===== src/rtl/hazard_ctrl.sv =====
// hazard_ctrl: operand forwarding, stall and flush control for the 5-stage ARM pipeline.
// Shadows E/M/W destination bits and keeps a saturating stall-cycle counter.
module hazard_ctrl #(
    parameter int CNT_W = 16
) (
    input  logic             clk,
    input  logic             reset,
    input  logic [3:0]       Ra1D,
    input  logic [3:0]       Ra2D,
    input  logic [3:0]       WriteAddrD,
    input  logic             RegWriteD,
    input  logic             MemtoRegD,
    input  logic             PCSrcD,
    input  logic             BranchTakenE,
    output logic [1:0]       forwardAE,
    output logic [1:0]       forwardBE,
    output logic             StallF,
    output logic             StallD,
    output logic             FlushD,
    output logic             FlushE,
    output logic [CNT_W-1:0] StallCount
);

    typedef struct packed {
        logic       valid;
        logic [3:0] wa;
        logic       rw;
        logic       m2r;
        logic       pcs;
    } stage_t;

    localparam logic [CNT_W-1:0] CNT_ONE = {{(CNT_W-1){1'b0}}, 1'b1};

    stage_t           r_e;
    stage_t           r_m;
    stage_t           r_w;
    logic [3:0]       r_ra1e;
    logic [3:0]       r_ra2e;
    logic [CNT_W-1:0] r_cnt;

    stage_t     w_d;
    logic       w_ldr;
    logic       w_pcpend;
    logic       w_stallf;
    logic       w_flushe;
    logic       w_flushd;
    logic [1:0] w_fwda;
    logic [1:0] w_fwdb;
    logic       w_unused;

    // M beats W; R15 reads never forward since the PC path supplies them
    function automatic logic [1:0] fwd_sel(
        input logic [3:0] ra,
        input stage_t     m,
        input stage_t     w
    );
        logic [1:0] sel;
        sel = 2'b00;
        if (ra != 4'd15) begin
            if (m.valid && m.rw && (m.wa == ra))
                sel = 2'b10;
            else if (w.valid && w.rw && (w.wa == ra))
                sel = 2'b01;
        end
        return sel;
    endfunction

    assign w_d = {1'b1, WriteAddrD, RegWriteD, MemtoRegD, PCSrcD};

    always_comb begin
        w_ldr = r_e.valid & r_e.m2r & r_e.rw
              & (r_e.wa != 4'd15)
              & ((r_e.wa == Ra1D) | (r_e.wa == Ra2D));
        w_pcpend = PCSrcD
                 | (r_e.valid & r_e.pcs)
                 | (r_m.valid & r_m.pcs);
        w_stallf = w_ldr | w_pcpend;
        w_flushe = w_ldr | BranchTakenE;
        w_flushd = w_pcpend | BranchTakenE;
        w_fwda   = fwd_sel(r_ra1e, r_m, r_w);
        w_fwdb   = fwd_sel(r_ra2e, r_m, r_w);
    end

    always_ff @(posedge clk or negedge reset) begin
        if (!reset) begin
            r_e    <= '0;
            r_m    <= '0;
            r_w    <= '0;
            r_ra1e <= '0;
            r_ra2e <= '0;
            r_cnt  <= '0;
        end else begin
            r_w <= r_m;
            r_m <= r_e;
            if (w_flushe) begin
                r_e    <= '0;
                r_ra1e <= '0;
                r_ra2e <= '0;
            end else begin
                r_e    <= w_d;
                r_ra1e <= Ra1D;
                r_ra2e <= Ra2D;
            end
            if (w_stallf && (r_cnt != '1))
                r_cnt <= r_cnt + CNT_ONE;
        end
    end

    // Held in reset, the pipeline sees no stall or flush at all
    assign forwardAE  = reset ? w_fwda : 2'b00;
    assign forwardBE  = reset ? w_fwdb : 2'b00;
    assign StallF     = reset & w_stallf;
    assign StallD     = reset & w_ldr;
    assign FlushD     = reset & w_flushd;
    assign FlushE     = reset & w_flushe;
    assign StallCount = r_cnt;

    assign w_unused = ^{r_m.m2r, r_w.m2r, r_w.pcs};

endmodule

===== config.mk =====
export PLATFORM = sky130hd
export DESIGN_NAME = hazard_ctrl
export DESIGN_NICKNAME = d
export VERILOG_FILES = /design/src/rtl/hazard_ctrl.sv
export SDC_FILE = /design/constraint.sdc
export NUM_CORES = 1
export LEC_CHECK = 0
export ABC_AREA = 1
export BUFFER_PORTS_ARGS = -buffer_cell sky130_fd_sc_hd__buf_2
export CORE_ASPECT_RATIO = 1.25
export CORE_UTILIZATION = 50
export DETAILED_ROUTE_END_ITERATION = 16
export MAX_ROUTING_LAYER = met4
export PLACE_DENSITY = 0.73
export SYNTH_ARGS = -nofsm -noshare
export SYNTH_HDL_FRONTEND = slang
export SYNTH_SLANG_ARGS = --single-unit

===== constraint.sdc =====
create_clock -name clk -period 1.7 [get_ports clk]
set_input_delay 0.085 -clock clk [delete_from_list [all_inputs] [get_ports clk]]
set_output_delay 0.085 -clock clk [all_outputs]
set_load 0.005 [all_outputs]

=== Word level (Yosys, flattened, before mapping) ===
Index checks and enable logic that the tools add are counted.

* Reduce and logical (&&, ||, !) cells: 7
* Bitwise gates (word level): 16
* Multiplexer cells: 11
* Eq/ne operators: 10
* Add/subtract/negate cells: 1

{| class="wikitable"
|+ Operators by type and width
! kind !! number
|-
| 4-bit equality test || 6
|-
| 16-bit by 1-bit adder with 16-bit output (second input constant) || 1
|-
| 16-bit != test (second input constant) || 1
|-
| 2-bit 2-to-1 mux || 6
|-
| 4-bit != test (second input constant) || 3
|-
| 1-bit AND || 10
|-
| 4-bit 2-to-1 mux || 2
|-
| 8-bit 2-to-1 mux || 1
|-
| 1-bit logical AND || 7
|-
| 1-bit OR || 6
|-
| 1-bit 2-to-1 mux || 2
|}

* Input port bits: 18
* Register bits: 45

=== Depth between registers and ports, before layout ===
Gate-level depths: netlist (run 1).

* Word-level depth: 6
* Gate-level depth with buffers: 12
* Depth with buffers taken out: 11

=== Worst setup path before layout (run 1) ===
Ideal clock, no wire load.

* Path kind: flip-flop to flip-flop
* Start: register r_cnt[0], in the netlist StallCount[0]
* End: register r_cnt[0], in the netlist StallCount[0]
* Period minus slack after synthesis: 1569 ps
* Arrival: 1452 ps
* Cell stages (with the launch flop): 10
* Slack: 131 ps
* Cells stage by stage: dfrtp_1 -> ha_1 -> nand3_2 -> nor3_4 -> nand2_2 -> nor2_4 -> inv_2 -> buf_2 -> nand3_1 -> nand2_1

* Longest elaborated chain between the ends: 2
* Elaborated cells on any way between the ends: 3

{| class="wikitable"
|+ RTL lines
! item !! line !! text
|-
| start, declared || 39 || <nowiki>logic [CNT_W-1:0] r_cnt;</nowiki>
|-
| start signal, assigned || 105 || <nowiki>r_cnt <= r_cnt + CNT_ONE;</nowiki>
|-
| parallel branches: the longest is 2 deep, another holds 16-bit by 1-bit adder with 16-bit output || -- ||
|}

Several ways; the timed one is not identified.
A chain may end at the register's enable or synchronous reset.

=== Worst setup path in the final report (run 1) ===
* Start: register r_e[4] (netlist bit)
* End: output port FlushE

* Longest elaborated chain between the ends: 5
* Elaborated cells on any way between the ends: 8

{| class="wikitable"
|+ RTL lines
! item !! line !! text
|-
| start, declared || 34 || <nowiki>stage_t r_e;</nowiki>
|-
| start signal, assigned || 100 || <nowiki>r_e <= w_d;</nowiki>
|-
| 4-bit != test / 4-bit equality test (equally long branches) || 72, 73 ||
|-
| 1-bit AND / 1-bit OR (equally long branches) || 72, 73 ||
|-
| 1-bit AND * || 73 || <nowiki>& ((r_e.wa == Ra1D) | (r_e.wa == Ra2D));</nowiki>
|-
| 1-bit OR * || 78 || <nowiki>w_flushe = w_ldr | BranchTakenE;</nowiki>
|-
| 1-bit AND * || 115 || <nowiki>assign FlushE = reset & w_flushe;</nowiki>
|-
| end, declared || 20 || <nowiki>output logic FlushE,</nowiki>
|}

Mark *: on every way between the ends. The rest lies on a longest branch, timed or not.

==> flow_summary.json, run 1 <==
{
  "grt_antenna_before_repair": 0,
  "multi_input_area_sq_um": 1010,
  "postRouteAntennaNets": 0,
  "grt_max_degree": 32,
  "syn_area_sq_um": 2300,
  "wl_mm": 4.98,
  "cts_tree": "yes",
  "nFillCells": 391,
  "dieArea_sq_um": 4880,
  "p_leak_uw": 0.00161,
  "pre_cts_slack_ns": 0.0727,
  "critPathCaptureType": "output port",
  "rsz0062_at_grt": "yes",
  "status": "finished, final reports clean",
  "port_buffers": 41,
  "yosysTopAreaCell": "dfrtp_1",
  "total_power_uw": 2550,
  "vias_per_cell": 4.99,
  "grt_usage": 0.224,
  "ys_top_cells_by_area": "dfrtp_1 (49%), nand2_1 (14%), nor2_1 (7.2%)",
  "core_sq_um": 4430,
  "antenna_cells": 0,
  "fin_crit_sh": 0.970,
  "cp.arrival_ns": 1.56,
  "drt_iter0_drc": 158,
  "syn_nets": 317,
  "syn_to_final_growth_pct": 26.3,
  "grt_pass1_wl_mm": 8.20,
  "hp-start": "Ra2D[3]",
  "synth_top_area_share": 0.490,
  "seq_area_frac_synth": 0.490,
  "post-route-drc-count": 0,
  "fmax_ghz": 0.606,
  "max_cap_viol_count": 0,
  "yosysWarnings": 0,
  "layout_common_cells": "nand2_1 (83), dfrtp_1 (44), nor2_1 (42)",
  "worstMarginPinSlew_ns": 0.388,
  "start_util": 0.520,
  "cts.path.max_buffers": 2,
  "pin_count": 42,
  "crit_type": "reg2out",
  "drive_gt1_frac": 0.234,
  "power_frac_clock": 0.329,
  "crit_required_ns": 1.62,
  "drv_slew": 0,
  "ir_worst_vdd_uv": 530,
  "cts-root-buf": "clkbuf_8",
  "power_switching_uw": 730,
  "clock_skew_ns": 0.0106,
  "setup_ws_ns": 0.0507,
  "min_period_ns": 1.65,
  "setup_viol": 0,
  "cts.sinks": 45,
  "avgRoutedWirePerCell_um": 11.7,
  "numCtsBuffers": 5,
  "final_nets": 385,
  "grt-ovfl-total": 0,
  "firstDrtPassIters": 4,
  "die_w_um": 62.7,
  "final_common_cell": "nand2_1",
  "ys_ff_latch": 45,
  "seq_area_sq_um": 1130,
  "insertion_delay_ns": 0.31,
  "ff2ff_path_depth": 9,
  "place_congestion": 0.882,
  "dpl-instance-area_sq_um": 2640,
  "fin_util": 0.656,
  "start_kind": "register",
  "pwr-share-seq": 0.498,
  "pwr-share-comb": 0.173,
  "power.internal_uw": 1820,
  "finalHoldViolations": 0,
  "placementRows": 27,
  "synth_cell_type_count": 24,
  "worstReg2RegStart": "StallCount[1]",
  "first_global_vias": 1927,
  "syn_inst": 298,
  "fin_tns_setup_ns": 0,
  "whs_endpoint": "r_ra2e[3]",
  "clkTransAtPathRegs_ns": 0.10,
  "vias": 2121,
  "switching_share": 0.287,
  "cellPowerDensity_nw_per_um2": 877,
  "whs_path_depth": 3,
  "worstPathMaxFanout": 4,
  "design_area_sq_um": 2900,
  "htree_num_levels": 2,
  "worst_r2r_endpoint": "StallCount[10]",
  "maxSlewHeadroom": 0.741,
  "dpl.hpwl_mm": 3.58,
  "die_h_um": 77.8,
  "hold_path_class": "in2reg",
  "synth_area_per_cell_sq_um": 7.72,
  "reg2reg_slack_ns": 0.09
}
layer usage:
metal  vias up  wire (um)  track usage
met3         9        191       0.0309
met5         -          0            -
met2        50       2430        0.375
li1       1058          -            -
met1      1004       2260        0.270
met4         0         99       0.0930
kinds of logic (layout without fill, tap and decap cells):
kind of cell / count (synthesis) / after routing / share of synthesized area
and+or+nand+nor: 176 / 176 / 0.331
buffers and inverters: 48 / 117 / 0.0838
DFF: 45 / 45 / 0.490
xor gates and xnor gates: 17 / 17 / 0.0647
AOI/OAI and AO/OA: 11 / 11 / 0.0256
adders and majority gates: 1 / 1 / 0.00544
cell usage after synthesis (all sizes together):
| cell | number |
|---|---|
| xor2 | 15 |
| ha | 1 |
| nand4 | 6 |
| xnor2 | 2 |
| nor4 | 1 |
| nand3 | 25 |
| nand2 | 89 |
| o21ai | 5 |
| buf | 5 |
| nand3b | 1 |
| a21oi | 5 |
| and3 | 2 |
| nor2 | 45 |
| nor3 | 7 |
| a221oi | 1 |
| dfrtp | 45 |
| inv | 43 |
power by group through the flow:
| stage | registers [uW] | logic [uW] | clock network, uW |
|---|---|---|---|
| 3_5_place_dp | 1280 | 406 | 0 |
| 6_report | 1270 | 440 | 838 |
| 3_3_place_gp | 1280 | 406 | 0 |
| 4_1_cts | 1260 | 421 | 858 |
| 2_1_floorplan | 1270 | 226 | 0 |
| 5_1_grt | 1290 | 494 | 896 |
final cells by class:
type	count	area share
timing repair buffer	66	0.142
tap	58	0.0250
inverter	43	0.0556
multi-input combinational	205	0.349
sequential	45	0.388
clock buffer	5	0.0237
clock inverter	3	0.0164
how the worst max path moves through the flow:
| stage | from | end | slack, ns |
|---|---|---|---|
| 2_1_floorplan | StallCount[0] | StallCount[0] | 0.13 |
| 3_3_place_gp | StallCount[1] | StallCount[0] | 0.16 |
| 3_5_place_dp | StallCount[1] | StallCount[0] | 0.07 |
| 4_1_cts | r_e[4] | FlushE | 0.02 |
| 5_1_grt | r_e[6] | FlushE | -0.10 |
| 6_report | r_e[4] | FlushE | 0.05 |
worst max-delay path: stages, from the launching register on:
cell,delay (ns)
dfrtp_1,0.42
inv_2,0.06
nand2_1,0.06
nand2_1,0.05
nor2_1,0.10
nand2_1,0.06
nand2_1,0.08
nand2_2,0.09
nand2_2,0.09
inv_2,0.04
nor2_2,0.09
buf_2,0.11
sequential cells by signal (all words and copies together), names as in the netlist:
register,count
r_ra1e,4
r_e,8
r_ra2e,4
r_w,6
StallCount,16
r_m,7
through the flow:
step           cells  hold slack [ns]
2_1_floorplan    298           -0.211
3_3_place_gp     405            0.153
3_5_place_dp     405            0.155
4_1_cts          421          0.00695
5_1_grt          425           0.0113
6_report         425           0.0132
what timing repair did:
action | in CTS | in global routing
endpoints found under the setup margin | 0 | 19
hold buffers | 8 | 0
endpoints found under the hold margin | 52 | 0
gates resized for setup | 0 | 11
setup buffers | 0 | 4
No activity file was read; power rests on OpenSTA's default activity.
==> run 2: changes to the inputs <==
--- a/config.mk
+++ b/config.mk
@@ -7,11 +7,9 @@
 export LEC_CHECK = 0
 export ABC_AREA = 1
 export BUFFER_PORTS_ARGS = -buffer_cell sky130_fd_sc_hd__buf_2
-export CORE_ASPECT_RATIO = 1.25
-export CORE_UTILIZATION = 50
+export CORE_UTILIZATION = 25
 export DETAILED_ROUTE_END_ITERATION = 16
 export MAX_ROUTING_LAYER = met4
-export PLACE_DENSITY = 0.73
 export SYNTH_ARGS = -nofsm -noshare
 export SYNTH_HDL_FRONTEND = slang
 export SYNTH_SLANG_ARGS = --single-unit
==> flow_summary.json, run 2 (same netlist as run 1, synthesis figures left out) <==
{
  "total_power_uw": 2560,
  "power_frac_clock": 0.330,
  "vias_per_cell": 4.42,
  "dpl.hpwl_mm": 4.05,
  "max_cap_viol_count": 0,
  "switching_share": 0.291,
  "cellPowerDensity_nw_per_um2": 872,
  "dieArea_sq_um": 9590,
  "grt_usage": 0.121,
  "crit_type": "reg2out",
  "grt_max_degree": 40,
  "post-route-drc-count": 2,
  "met2_wirelength_mm": 2.58,
  "cts.path.max_buffers": 2,
  "clkTransAtPathRegs_ns": 0.09,
  "htree_num_levels": 2,
  "crit_required_ns": 1.62,
  "final_nets": 381,
  "hold_slack_ns": 0.0234,
  "dp_cells": 453,
  "clock_skew_ns": 0.00500,
  "largest_reg_flops": 16,
  "finalHoldViolations": 0,
  "setup_ws_ns": 0.0244,
  "hold_path_class": "in2reg",
  "postRouteAntennaNets": 0,
  "final_cells": 471,
  "place_congestion": 0.932,
  "placementRows": 34,
  "core_sq_um": 8810,
  "pin_count": 42,
  "cts.sinks": 45,
  "wl_mm": 5.38,
  "fin_crit_sh": 0.986,
  "ir_worst_vdd_uv": 416,
  "start_util": 0.261,
  "layout_common_cells": "nand2_1 (82), dfrtp_1 (43), nor2_1 (42)",
  "grt_pass1_wl_mm": 9.16,
  "drv_slew": 0,
  "cts-root-buf": "clkbuf_8",
  "pwr-share-comb": 0.177,
  "pwr-share-seq": 0.494,
  "power_switching_uw": 747,
  "cp.arrival_ns": 1.59,
  "violations": "design-rule violations",
  "critPathCaptureType": "output port",
  "grt_antenna_before_repair": 0,
  "min_period_ns": 1.68,
  "worstMarginPinSlew_ns": 0.492,
  "die_w_um": 97.9,
  "numCtsBuffers": 5,
  "worstPathMaxFanout": 4,
  "drt_iter0_drc": 99,
  "antenna_cells": 0,
  "wl_met1_mm": 2.42,
  "first_global_vias": 2033,
  "start_kind": "register",
  "maxSlewHeadroom": 0.672,
  "firstDrtPassIters": 10,
  "die_h_um": 97.9,
  "port_buffers": 41,
  "grt-ovfl-total": 0,
  "rsz0062_at_grt": "yes",
  "p_leak_uw": 0.00160,
  "pre_cts_slack_ns": 0.124,
  "fin_util": 0.334,
  "avgRoutedWirePerCell_um": 11.4,
  "cts_tree": "yes",
  "fmax_ghz": 0.597,
  "syn_to_final_growth_pct": 27.9,
  "status": "complete, but fails checks",
  "power.internal_uw": 1820,
  "setup_viol": 0,
  "insertion_delay_ns": 0.30,
  "drive_gt1_frac": 0.229,
  "final_common_cell": "nand2_1",
  "maxUsedRoutingLayer": "met4",
  "vias": 2083,
  "route.met3.wl_um": 221
}
## run 2: cell types whose count changed in the layout (fill, tap and decap cells not counted), sizes merged
| cell | change |
|---|---|
| buf | -5 |
| clkbuf | +1 |
## run 2: power groups by stage
stage / Clock (uW) / Combinational, uW / Sequential [uW]
floorplan: 0 / 226 / 1270
global placement: 0 / 424 / 1290
detailed placement: 0 / 432 / 1290
CTS: 869 / 450 / 1270
global route: 933 / 514 / 1280
finish: 845 / 453 / 1270
## run 2: layer usage
metal  vias up  global-route usage
met5         -                   -
met4         0              0.0571
met3        14              0.0193
met2        56               0.195
met1       968               0.149
li1       1045                   -
## run 2: worst paths after layout
kind / slack, ns / depth (start not counted) / end / start
max: 0.02 / 7 / StallF / r_e[3]
min: 0.02 / 3 / r_ra2e[3] / Ra2D[3]
max reg2reg: 0.13 / 9 / StallCount[12] / r_e[3]
min reg2reg: 0.38 / 0 / r_w[2] / r_m[2]
max in group asynchronous: 0.81 / 3 / r_e[5] / reset
min in group asynchronous: 0.16 / 2 / r_ra2e[3] / reset
## run 2: critical path, cell delays in order, from the launching register on
cell and delay (ns):
dfrtp_1 0.43, inv_2 0.09, buf_4 0.10, nor3_1 0.04
nor2_1 0.19, nand2_4 0.10, a21oi_1 0.20, buf_2 0.15
## run 2: timing repair
action,4_1_cts,5_1_grt
setup endpoints to repair,2,13
hold endpoints to repair,13,0
setup buffers,1,1
hold buffers,8,0
gates resized for setup,2,12
pin swaps,0,7
## run 2: metrics by stage
step                setup TNS, ns  area (sq um)
floorplan                       0          2300
global placement                0          2690
detailed placement              0          2690
CTS                             0          2900
global route               -0.160          2940
finish                          0          2940
## run 2: layout make-up
type / instances / area, sq um
clock buffers: 5 / 68.8
clock inverters: 3 / 47.5
fillers: 907 / 5870
inverters: 43 / 161
multi-input cells: 205 / 1010
flip-flops and latches: 45 / 1130
well taps: 108 / 135
repair buffers: 62 / 385
==> run 3: changes to the inputs <==
--- a/config.mk
+++ b/config.mk
@@ -7,9 +7,12 @@
 export LEC_CHECK = 0
 export ABC_AREA = 1
 export BUFFER_PORTS_ARGS = -buffer_cell sky130_fd_sc_hd__buf_2
+export CORE_MARGIN = 2
 export CORE_UTILIZATION = 25
 export DETAILED_ROUTE_END_ITERATION = 16
 export MAX_ROUTING_LAYER = met4
+export PLACE_DENSITY = 0.44
+export SKIP_LAST_GASP = 1
 export SYNTH_ARGS = -nofsm -noshare
 export SYNTH_HDL_FRONTEND = slang
 export SYNTH_SLANG_ARGS = --single-unit
==> flow_summary.json, run 3 (same netlist as run 1, synthesis figures left out) <==
{
  "fin_tns_setup_ns": 0,
  "cp_num_cells": 11,
  "grt_pass1_wl_mm": 9.87,
  "setup_ws_ns": 0.0635,
  "vias": 2008,
  "fin_util": 0.340,
  "min_period_ns": 1.64,
  "drive_gt1_frac": 0.236,
  "avgRoutedWirePerCell_um": 11.8,
  "start_kind": "register",
  "postRouteAntennaNets": 0,
  "switching_share": 0.293,
  "power_switching_uw": 766,
  "crit_top_cell": "nand2_1",
  "slowest_stage": "dfrtp_1",
  "p_leak_uw": 0.00163,
  "placementRows": 34,
  "htree_num_levels": 2,
  "numCtsBuffers": 5,
  "crit_type": "reg2out",
  "grt_antenna_before_repair": 0,
  "grt_max_degree": 30,
  "pwr-share-seq": 0.479,
  "ir_worst_vdd_uv": 353,
  "cts.path.max_buffers": 2,
  "critPathCaptureType": "output port",
  "cp.arrival_ns": 1.55,
  "power.internal_uw": 1840,
  "dpl-instance-area_sq_um": 2750,
  "cp-startpoint": "r_e[3]",
  "grt-ovfl-total": 0,
  "crit_required_ns": 1.62,
  "path_buf_inv": 3,
  "total_power_uw": 2610,
  "power_frac_clock": 0.333,
  "die_w_um": 99.9,
  "worst_r2r_endpoint": "r_ra2e[3]",
  "hp-start": "Ra2D[2]",
  "nFillCells": 926,
  "cts_tree": "yes",
  "drv_slew": 0,
  "status": "finished, final reports clean",
  "pin_count": 42,
  "final_nets": 387,
  "clkTransAtPathRegs_ns": 0.10,
  "max_cap_viol_count": 0,
  "worstReg2RegStart": "r_e[3]",
  "core_sq_um": 8810,
  "largest_reg_flops": 16,
  "cts-root-buf": "clkbuf_8",
  "firstDrtPassIters": 4,
  "finalHoldViolations": 0,
  "design_area_sq_um": 3000,
  "antenna_cells": 0,
  "rsz0062_at_grt": "yes",
  "vias_per_cell": 4.21,
  "worstMarginPinSlew_ns": 0.372,
  "maxSlewHeadroom": 0.752,
  "die_h_um": 99.9,
  "setup_viol": 0,
  "path_cells": "inv_2 > nand2_1 > nand2_1 > nor2_1 > nand2_1 > nand2_1 > nand2_2 > nand2_2 > inv_2 > nor2_1 > buf_2",
  "drt_iter0_drc": 66,
  "cellPowerDensity_nw_per_um2": 871,
  "pwr-share-comb": 0.188,
  "slowest_delay_ns": 0.44,
  "insertion_delay_ns": 0.31,
  "hold_path_class": "in2reg",
  "final_common_cell": "nand2_1",
  "reg2reg_slack_ns": 0.13,
  "layout_common_cells": "nand2_1 (82), dfrtp_1 (44), nor2_1 (44)",
  "wl_mm": 5.62,
  "fmax_ghz": 0.611,
  "port_buffers": 41,
  "first_global_vias": 2068,
  "place_congestion": 0.824,
  "dieArea_sq_um": 9980,
  "post-route-drc-count": 0,
  "syn_to_final_growth_pct": 30.3,
  "crit_end": "FlushE",
  "start_util": 0.261,
  "fin_crit_sh": 0.963,
  "dpl.hpwl_mm": 4.27,
  "grt_usage": 0.128,
  "worstPathMaxFanout": 4,
  "cts.sinks": 45,
  "critical-path-top-delay-family": "simple AND/OR/NAND/NOR gates",
  "clock_skew_ns": 0.00873,
  "pre_cts_slack_ns": 0.0446,
  "ff2ff_path_depth": 12
}
## run 3: cell types whose count changed in the layout (fill, tap and decap cells not counted)
cell | before | now
a21oi_1 | 5 | 4
a21oi_2 | 0 | 1
buf_12 | 0 | 2
buf_2 | 40 | 41
buf_4 | 13 | 17
clkbuf_4 | 1 | 0
dfrtp_1 | 43 | 44
dfrtp_2 | 2 | 1
nand2_2 | 4 | 6
nand2_4 | 3 | 1
nor2_1 | 42 | 44
nor2_2 | 2 | 0
o21ai_0 | 5 | 4
o21ai_1 | 0 | 1
## run 3: through the flow
| stage | std cells | hold WS (ns) |
|---|---|---|
| 6_report | 477 | 0.0127 |
| 4_1_cts | 475 | 0.00372 |
| 5_1_grt | 477 | 0.0231 |
| 3_3_place_gp | 458 | -0.0734 |
| 3_5_place_dp | 458 | -0.0733 |
| 2_1_floorplan | 298 | -0.211 |
## run 3: worst min-delay path by stage
stage,end,depth (start not counted),slack [ns]
after global routing,r_ra1e[1],3,0.02
after floorplan,StallCount[0],0,-0.21
final,r_ra2e[2],3,0.01
after CTS,r_ra2e[2],3,0.004
after detailed placement,r_w[4],1,-0.07
after global placement,r_w[4],1,-0.07
## run 3: per-layer routing
layer	global-route usage	wire length [um]
met3	0.0195	152
met2	0.201	2530
met5	-	0
met4	0.0464	93
met1	0.169	2840
## run 3: power by group through the flow
stage	combinational (uW)	sequential, uW	clock (uW)
6_report	492	1250	868
3_5_place_dp	478	1270	0
4_1_cts	494	1250	898
5_1_grt	581	1270	948
3_3_place_gp	474	1270	0
2_1_floorplan	226	1270	0
## run 3: what timing repair did
item / 4_1_cts / 5_1_grt
setup endpoints to repair: 1 / 20
resized for setup: 2 / 8
setup buffers: 1 / 2
pin swaps: 1 / 0
endpoints found under the hold margin: 52 / 0
hold buffers: 8 / 0
## run 3: final cells by class
| class | instances | area (sq um) | area share |
|---|---|---|---|
| Tap cell | 108 | 135 | 0.0451 |
| Multi-Input combinational cell | 205 | 1000 | 0.335 |
| Clock buffer | 5 | 68.8 | 0.0230 |
| Clock inverter | 3 | 47.5 | 0.0159 |
| Inverter | 43 | 161 | 0.0539 |
| Timing Repair Buffer | 68 | 453 | 0.151 |
| Sequential cell | 45 | 1130 | 0.376 |
## run 3: worst register-to-register path, stage by stage, from the launching register on
cell and delay [ns]:
dfrtp_1 0.45, inv_2 0.10, nand2_1 0.05, nand2_1 0.06
nor2_1 0.04, nand2_1 0.06, nand2_1 0.06, nand2_2 0.11
nand2_2 0.08, buf_4 0.13, buf_4 0.13, buf_12 0.14
nor2_1 0.11
